<file path="src/rtl/cond_flag_unit.sv">
// rtl/cond_flag_unit.sv - NZCV flag register with parallel condition evaluation and flag stack
//
// Ports:
//   clk, rst        rising-edge clock, asynchronous active-high reset
//   flags_we        flag register write strobe
//   flags_in        new flags {N,Z,C,V}
//   flags_mask      per-bit write enable for flags_in
//   cond_valid      condition evaluation request
//   cond_code       NUM_SLOTS packed 4-bit condition codes, slot k at [4k+3:4k]
//   cond_met        per-slot evaluation result
//   cond_met_valid  qualifier for cond_met
//   push, pop       save / restore committed flags on the flag stack
//   flags_out       committed flag register
//   stack_full      stack holds STACK_DEPTH entries
//   stack_empty     stack holds no entries
//   stack_err       one-cycle pulse after an illegal push/pop request

module cond_flag_unit #(
    parameter int NUM_SLOTS   = 2,
    parameter int STACK_DEPTH = 4,
    parameter int REG_OUT     = 1
) (
    input  logic                   clk,
    input  logic                   rst,
    input  logic                   flags_we,
    input  logic [3:0]             flags_in,
    input  logic [3:0]             flags_mask,
    input  logic                   cond_valid,
    input  logic [4*NUM_SLOTS-1:0] cond_code,
    output logic [NUM_SLOTS-1:0]   cond_met,
    output logic                   cond_met_valid,
    input  logic                   push,
    input  logic                   pop,
    output logic [3:0]             flags_out,
    output logic                   stack_full,
    output logic                   stack_empty,
    output logic                   stack_err
);

    localparam int AW = $clog2(STACK_DEPTH);
    localparam int DW = AW + 1;
    localparam logic [DW-1:0] DEPTH_MAX = DW'(STACK_DEPTH);

    logic [3:0]    flags_q;
    logic [DW-1:0] depth_q;
    logic [3:0]    stack_mem [STACK_DEPTH];
    logic          full_q;
    logic          empty_q;
    logic          err_q;

    logic          is_full;
    logic          is_empty;
    logic          push_ok;
    logic          pop_ok;
    logic          err_d;
    logic [DW-1:0] depth_m1;
    logic [DW-1:0] depth_d;
    logic [AW-1:0] wr_idx;
    logic [AW-1:0] rd_idx;
    logic [3:0]    base;
    logic [3:0]    eff;
    logic [NUM_SLOTS-1:0] eval_vec;

    function automatic logic eval_cond(input logic [3:0] code, input logic [3:0] f);
        logic n, z, c, v;
        logic r;
        n = f[3];
        z = f[2];
        c = f[1];
        v = f[0];
        case (code)
            4'h0:    r = z;
            4'h1:    r = ~z;
            4'h2:    r = c;
            4'h3:    r = ~c;
            4'h4:    r = n;
            4'h5:    r = ~n;
            4'h6:    r = v;
            4'h7:    r = ~v;
            4'h8:    r = c & ~z;
            4'h9:    r = ~c | z;
            4'hA:    r = (n == v);
            4'hB:    r = (n != v);
            4'hC:    r = ~z & (n == v);
            4'hD:    r = z | (n != v);
            4'hE:    r = 1'b1;
            default: r = 1'b0;
        endcase
        return r;
    endfunction

    always_comb begin
        is_full  = (depth_q == DEPTH_MAX);
        is_empty = (depth_q == '0);
        // Simultaneous push and pop is rejected outright rather than treated as a swap.
        push_ok  = push & ~pop & ~is_full;
        pop_ok   = pop & ~push & ~is_empty;
        err_d    = (push & pop) | (push & ~pop & is_full) | (pop & ~push & is_empty);
        depth_m1 = depth_q - DW'(1);
        wr_idx   = depth_q[AW-1:0];
        rd_idx   = depth_m1[AW-1:0];
        base     = pop_ok ? stack_mem[rd_idx] : flags_q;
        eff      = flags_we ? ((base & ~flags_mask) | (flags_in & flags_mask)) : base;
        if (push_ok) begin
            depth_d = depth_q + DW'(1);
        end else if (pop_ok) begin
            depth_d = depth_m1;
        end else begin
            depth_d = depth_q;
        end
    end

    always_comb begin
        eval_vec = '0;
        for (int k = 0; k < NUM_SLOTS; k++) begin
            eval_vec[k] = eval_cond(cond_code[4*k +: 4], eff);
        end
    end

    always_ff @(posedge clk or posedge rst) begin
        if (rst) begin
            flags_q <= '0;
            depth_q <= '0;
            full_q  <= 1'b0;
            empty_q <= 1'b1;
            err_q   <= 1'b0;
        end else begin
            flags_q <= eff;
            depth_q <= depth_d;
            full_q  <= (depth_d == DEPTH_MAX);
            empty_q <= (depth_d == '0);
            err_q   <= err_d;
        end
    end

    // Stack contents are not reset; a push saves the committed value, not this cycle's write.
    always_ff @(posedge clk) begin
        if (push_ok) begin
            stack_mem[wr_idx] <= flags_q;
        end
    end

    generate
        if (REG_OUT != 0) begin : g_reg_out
            always_ff @(posedge clk or posedge rst) begin
                if (rst) begin
                    cond_met       <= '0;
                    cond_met_valid <= 1'b0;
                end else begin
                    cond_met_valid <= cond_valid;
                    if (cond_valid) begin
                        cond_met <= eval_vec;
                    end
                end
            end
        end else begin : g_comb_out
            assign cond_met       = rst ? '0 : eval_vec;
            assign cond_met_valid = ~rst & cond_valid;
        end
    endgenerate

    assign flags_out   = flags_q;
    assign stack_full  = full_q;
    assign stack_empty = empty_q;
    assign stack_err   = err_q;

endmodule

</file>
<file path="config.mk">
export PLATFORM = sky130hd
export DESIGN_NAME = cond_flag_unit
export DESIGN_NICKNAME = d
export VERILOG_FILES = /design/src/rtl/cond_flag_unit.sv
export SDC_FILE = /design/constraint.sdc
export NUM_CORES = 1
export LEC_CHECK = 0
export CAP_MARGIN = 20
export CORE_ASPECT_RATIO = 0.75
export CORE_MARGIN = 2
export CORE_UTILIZATION = 33
export DETAILED_ROUTE_END_ITERATION = 16
export GPL_ROUTABILITY_DRIVEN = 0
export GPL_TIMING_DRIVEN = 0
export HOLD_SLACK_MARGIN = 0.06
export PLACE_DENSITY_LB_ADDON = 0.08
export SETUP_SLACK_MARGIN = 0.02
export SLEW_MARGIN = 10
export SYNTH_ARGS = -nofsm -noshare
export SYNTH_HDL_FRONTEND = slang
export SYNTH_SLANG_ARGS = --single-unit
</file>
<file path="constraint.sdc">
create_clock -name clk -period 2.7 [get_ports clk]
set_clock_uncertainty 0.2 [all_clocks]
set_input_delay 0.27 -clock clk [delete_from_list [all_inputs] [get_ports clk]]
set_output_delay 0.27 -clock clk [all_outputs]
set_load 0.05 [all_outputs]
</file>
==> results.yml, run 1 <==
status:
  status: "complete, no violations"
sta:
  grt_setup_unrepaired: "true"
  hold_slack_ns: 0.07207
  final.setup.worst_slack_ns: 0.07767
  fmax_mhz: 381.3
  hold_violations: 0
  fin_crit_ns: 2.622
  worst_slew_pin_slew_ns: 0.5168
  finalCritPeriodShare: 0.9712
  relSlewSlack: 0.6551
  finalMaxSlewViolations: 0
  finalSetupViolCount: 0
worst_hold_path:
  worst_hold_path_type: "input pin to register"
  min_from: "push"
  whs_endpoint: "stack_err"
  min_path_cells: 2
final_layout:
  drive_above_1_share: 0.2266
  final_cell_mix: "clkdlybuf4s50_1 (27), edfxtp_1 (16), nand2_1 (14)"
  area_delta_synth_final_pct: 32.27
  nets: 229
  insertedDiodeCount: 0
  layout_commonest_cell: "clkdlybuf4s50_1"
detailed_routing:
  drt-wirelength-per-cell_microns: 15.85
  route.vias.total: 1440
  route.antenna.remaining_nets: 0
  drc: 0
  wl_microns: 4406
  route.detailed.vias_per_inst: 5.180
  drt_iter0_drc: 58
  drtPass1Iterations: 4
setup_path:
  worst_ep_required_time_ns: 2.68
  arrival_ns: 2.61
  r2r_slack_ns: 0.08
  path_cells: "inv_4 > ha_4 > mux4_2 > nand3_4 > a31o_4 > or4_1 > a31oi_2 > o211ai_1 > a311oi_1"
  worstSetupEndpointType: "register"
  cp.buffers_inverters: 1
  reg2reg_from: "depth_q[0]"
  cp_max_fo: 5
  critPathKind: "register to register"
  critPathTopFamily: "compound AO/OA/AOI/OAI gates"
  reg2regPathDepth: 9
  crit_cells: 9
  max_stage_delay_ns: 0.49
  reg2reg_to: "cond_met[1]"
  cp_slowest_cell: "or4_1"
  startpoint_type: "register"
job:
  max_cap_violations: 0
die:
  fp.dieW_microns: 89.26
  io-pin-count: 32
  fp-row-count: 23
  core_sq_mm: 0.005295
  die_y_microns: 67.95
  initial_utilization: 0.3398
  die_area_sq_mm: 0.006065
synthesis:
  syn-instance-count: 163
  syn-num-nets: 190
  netlist_top_cells_area: "edfxtp_1 (27%), dfrtp_1 (17%), ha_1 (3.5%)"
  ys_seq_elements: 29
  synth_ff_type: "edfxtp_1"
  ys_seq_area_frac: 0.4485
  yosysTopAreaCellShare: 0.2670
  yosys_warnings: 0
  synth_edf_count: 16
  avgSynthCellArea_sq_um: 11.04
  synth_area_leader_cell: "edfxtp_1"
  async_flop_share: 0.4483
  netlist_area_sq_mm: 0.001799
  yosys.cell_types.count: 55
power:
  p_per_area_mw_per_mm2: 911.8
  ir_drop_mv: 0.5022
  total_leakage_power_uw: 0.0008719
clock_tree:
  cts_tree: "done"
  clkTransAtPathRegs_ns: 0.06
  htreeDepth: 2
  hold_buffers: 0
  clk_latency_ns: 0.28
  cts.sinks: 29
  cts.path.max_buffers: 2
  numCtsBuffers: 5
  ctsRootBufferMaster: "clkbuf_8"
place:
  numPortBuffers: 27
  pre_cts_slack_ns: -0.1899
  dp_hpwl_microns: 3279
global_route:
  grt_pass1_vias: 1369
  antenna_found_initial: 0
  grt_first_pass_wirelength_microns: 6996
  overflow: 0
  grt_max_degree: 14
  track_usage: 0.1579
## power breakdown
| group | switching [uW] | internal [uW] |
|---|---|---|
| Clock | 164 | 173 |
| Combinational | 631 | 521 |
| Sequential | 81.7 | 599 |
## how the worst max path moves through the flow
stage | from | end | slack, ns
5_1_grt | depth_q[0] | cond_met[1] | -0.007
2_1_floorplan | depth_q[0] | cond_met[1] | 0.05
6_report | depth_q[0] | cond_met[1] | 0.08
3_5_place_dp | depth_q[0] | cond_met[1] | -0.19
4_1_cts | depth_q[0] | cond_met[1] | -0.04
3_3_place_gp | depth_q[0] | cond_met[1] | -0.17
## registers in the layout, summed over array words and instances (netlist names)
signal	cells
stack_empty	1
stack_mem	16
stack_err	1
cond_met	2
flags_out	4
stack_full	1
cond_met_valid	1
depth_q	3
## layout make-up
class | instances | area (sq um)
Timing Repair Buffer | 34 | 330.3
Sequential cell | 29 | 807.0
Clock inverter | 3 | 12.51
Fill cell | 500 | 2915
Tap cell | 75 | 93.84
Buffer | 5 | 66.31
Inverter | 9 | 36.28
Multi-Input combinational cell | 118 | 964.7
Clock buffer | 5 | 68.82
## Yosys cell counts, types with 2 or more instances
library cell  instances
or2_2                 2
nor2_1               12
a21oi_1               8
a31oi_1               2
o22ai_1               2
nor4_1                2
o221ai_1              3
inv_1                 9
o32ai_1               2
mux4_1                2
nor4b_1               2
nand3_1               6
o21ai_0               8
nor3_1                4
a211o_1               2
dfrtp_1              12
a311oi_1              4
nand2b_1              3
edfxtp_1             16
and2_1                4
o211ai_1              2
clkbuf_1              2
buf_6                 2
nand3b_1              3
nand2_1              14
mux4_2                2
ha_1                  5
## cells by family after synthesis
kind of cell | after synthesis | synth area share
compound gates | 41 | 0.1752
flops | 29 | 0.4485
xor+xnor | 3 | 0.01878
buf+inv | 16 | 0.06397
fa+ha+maj | 5 | 0.03477
mux | 5 | 0.05980
simple gates | 64 | 0.1989
## metrics by stage
step	TNS (ns)	utilization	cell area, sq um	cells	total power (uW)
2_1_floorplan	0	-	1829	163	1434
3_3_place_gp	-0.3035	0.4142	2193	265	1721
3_5_place_dp	-0.3238	0.4142	2193	265	1727
4_1_cts	-0.03644	0.4433	2347	279	2161
5_1_grt	-0.007155	0.4494	2380	278	2321
6_report	0	0.4494	2380	278	2170
## metal layers
layer | vias up | GRT usage | part of all wire
met5 | - | 0 | 0
met4 | 0 | 0.03358 | 0.0082
met3 | 5 | 0.06514 | 0.067
met2 | 47 | 0.2167 | 0.42
met1 | 689 | 0.2306 | 0.51
li1 | 699 | - | -
## worst reg2reg max path: stages, from the launching register on
cell,delay (ns)
dfrtp_1,0.42
inv_4,0.06
ha_4,0.31
mux4_2,0.23
nand3_4,0.08
a31o_4,0.23
or4_1,0.49
a31oi_2,0.16
o211ai_1,0.11
a311oi_1,0.23
## repair_timing
action                     in CTS  in global routing
gates cloned                    0                  0
gates resized for setup         6                 12
pin swaps                       5                 10
setup endpoints to repair       2                  2
buffers inserted                7                  1
No activity file was read; power rests on OpenSTA's default activity.
==> inputs of run 2 (changes only) <==
--- a/config.mk
+++ b/config.mk
@@ -8,7 +8,7 @@
 export CAP_MARGIN = 20
 export CORE_ASPECT_RATIO = 0.75
 export CORE_MARGIN = 2
-export CORE_UTILIZATION = 33
+export CORE_UTILIZATION = 35
 export DETAILED_ROUTE_END_ITERATION = 16
 export GPL_ROUTABILITY_DRIVEN = 0
 export GPL_TIMING_DRIVEN = 0
==> run 2 against run 1 <==
Against the previous run:
- cell area increased by 0.42%
- non-clock buffer count increased by 2
- maximum frequency increased by 1.3%
==> results.yml, run 2 (synthesis gave the netlist of run 1 again) <==
sta:
  worst_slew_pin_slew_ns: 0.5239
  fin_crit_ns: 2.588
  relSlewSlack: 0.6504
  finalMaxSlewViolations: 0
  finalCritPeriodShare: 0.9584
  finalSetupViolCount: 0
  hold_violations: 0
  fmax_mhz: 386.5
final_layout:
  largest_reg_flops: 16
  final_area_sq_mm: 0.002390
  drive_above_1_share: 0.2634
  final_cell_mix: "clkdlybuf4s50_1 (27), edfxtp_1 (16), nand2_1 (14)"
  multi_input_area_sq_um: 960.9
  layout_commonest_cell: "clkdlybuf4s50_1"
  fin_util: 0.4850
  nets: 231
  insertedDiodeCount: 0
  layout.area.seq_sq_um: 808.3
  regMostFlops: "stack_mem"
  area_delta_synth_final_pct: 32.82
  fill_cells: 448
setup_path:
  path_cells: "inv_2 > ha_4 > mux4_2 > nand3_2 > a31o_4 > buf_4 > or3_2 > a21oi_2 > nor4b_1 > a21oi_1"
  arrival_ns: 2.59
  cp_max_fo: 7
  max_stage_delay_ns: 0.46
  startpoint_type: "register"
  worst_ep_required_time_ns: 2.70
  worstSetupEndpointType: "register"
  critPathKind: "register to register"
  cp_slowest_cell: "or3_2"
die:
  die_y_microns: 66.10
  fp.dieW_microns: 86.79
  initial_utilization: 0.3652
  core_sq_mm: 0.004927
  io-pin-count: 32
  die_area_sq_mm: 0.005736
  fp-row-count: 22
power:
  total_leakage_power_uw: 0.0008812
  ir_drop_mv: 0.4456
  power.total_uw: 2257
  p_per_area_mw_per_mm2: 944.3
place:
  numPortBuffers: 27
  dp_hpwl_microns: 3243
  place_area_sq_mm: 0.002175
clock_tree:
  clk_latency_ns: 0.28
  cts_tree: "done"
  ctsRootBufferMaster: "clkbuf_8"
  hold_buffers: 0
  clkTransAtPathRegs_ns: 0.06
  htreeDepth: 2
  cts.sinks: 29
  cts.path.max_buffers: 2
  numCtsBuffers: 5
detailed_routing:
  route.antenna.remaining_nets: 0
  drc: 0
  wl_microns: 4664
  drt-wirelength-per-cell_microns: 17.60
  drtPass1Iterations: 4
  drt_iter0_drc: 79
  route.vias.total: 1503
  route.detailed.vias_per_inst: 5.672
job:
  max_cap_violations: 0
worst_hold_path:
  worst_hold_path_type: "input pin to register"
global_route:
  overflow: 0
  antenna_found_initial: 0
  grt_max_degree: 14
  grt_first_pass_wirelength_microns: 7493
  track_usage: 0.1727
  grt_pass1_vias: 1513
status:
  status: "complete, no violations"
## run 2: changes by cell type in the layout (fill, tap and decap cells not counted), sizes merged
cell      delta
clkinvlp     +1
clkinv       -1
buf          +2
## run 2: final cells by class
cell class                 instances  area share
multi-input combinational        118      0.4021
sequential                        29      0.3382
timing repair buffer              36      0.1482
tap                               60     0.03141
clock buffer                       5     0.02880
buffer                             5     0.02775
inverter                           9     0.01623
clock inverter                     3    0.007330
## run 2: worst max-delay path, delay by kind of cell, from the launching register on
family / cells / cell delay, ns
fa+ha+maj: 1 / 0.32
mux: 1 / 0.21
flops: 1 / 0.40
compound gates: 3 / 0.53
buf+inv: 2 / 0.24
simple gates: 3 / 0.60
## run 2: where the power goes
part / leakage, uW / switching (uW) / internal (uW)
registers: 0.000295 / 88.7 / 601
logic: 0.000543 / 659 / 558
clock network: 0.0000439 / 172 / 177
total: 0.000881 / 920 / 1340
## run 2: timing repair
| action | in CTS | in global routing |
|---|---|---|
| gates resized for setup | 7 | 15 |
| pin swaps | 7 | 9 |
| endpoints found under the setup margin | 2 | 2 |
| setup buffers | 5 | 4 |
## run 2: path summary, 6_finish.rpt
check / from / to / slack [ns] / cells past startpoint
setup / recovery: depth_q[1] / cond_met[0] / 0.11 / 10
hold / removal: push / stack_err / 0.08 / 2
setup reg to reg: depth_q[1] / cond_met[0] / 0.11 / 10
hold reg to reg: flags_out[2] / stack_mem[3][2] / 0.38 / 0
max in group asynchronous: rst / depth_q[0] / 1.80 / 2
min in group asynchronous: rst / flags_out[2] / 0.12 / 2
## run 2: layer usage
metal / vias up / part of all wire / GRT usage
met5: - / 0 / 0
met4: 0 / 0.012 / 0.04688
met3: 10 / 0.081 / 0.05618
met2: 70 / 0.43 / 0.2500
met1: 722 / 0.48 / 0.2459
li1: 701 / - / -
## run 2: through the flow
stage / cells / TNS [ns] / hold slack [ns] / setup slack (ns)
after CTS: 262 / -0.0007232 / 0.06740 / -0.0007232
after global routing: 265 / -0.02817 / 0.09545 / -0.01580
after detailed placement: 250 / -0.3079 / 0.3463 / -0.1855
final: 265 / 0 / 0.07932 / 0.1124
after floorplan: 163 / 0 / -0.05376 / 0.05088
after global placement: 250 / -0.2791 / 0.3412 / -0.1593
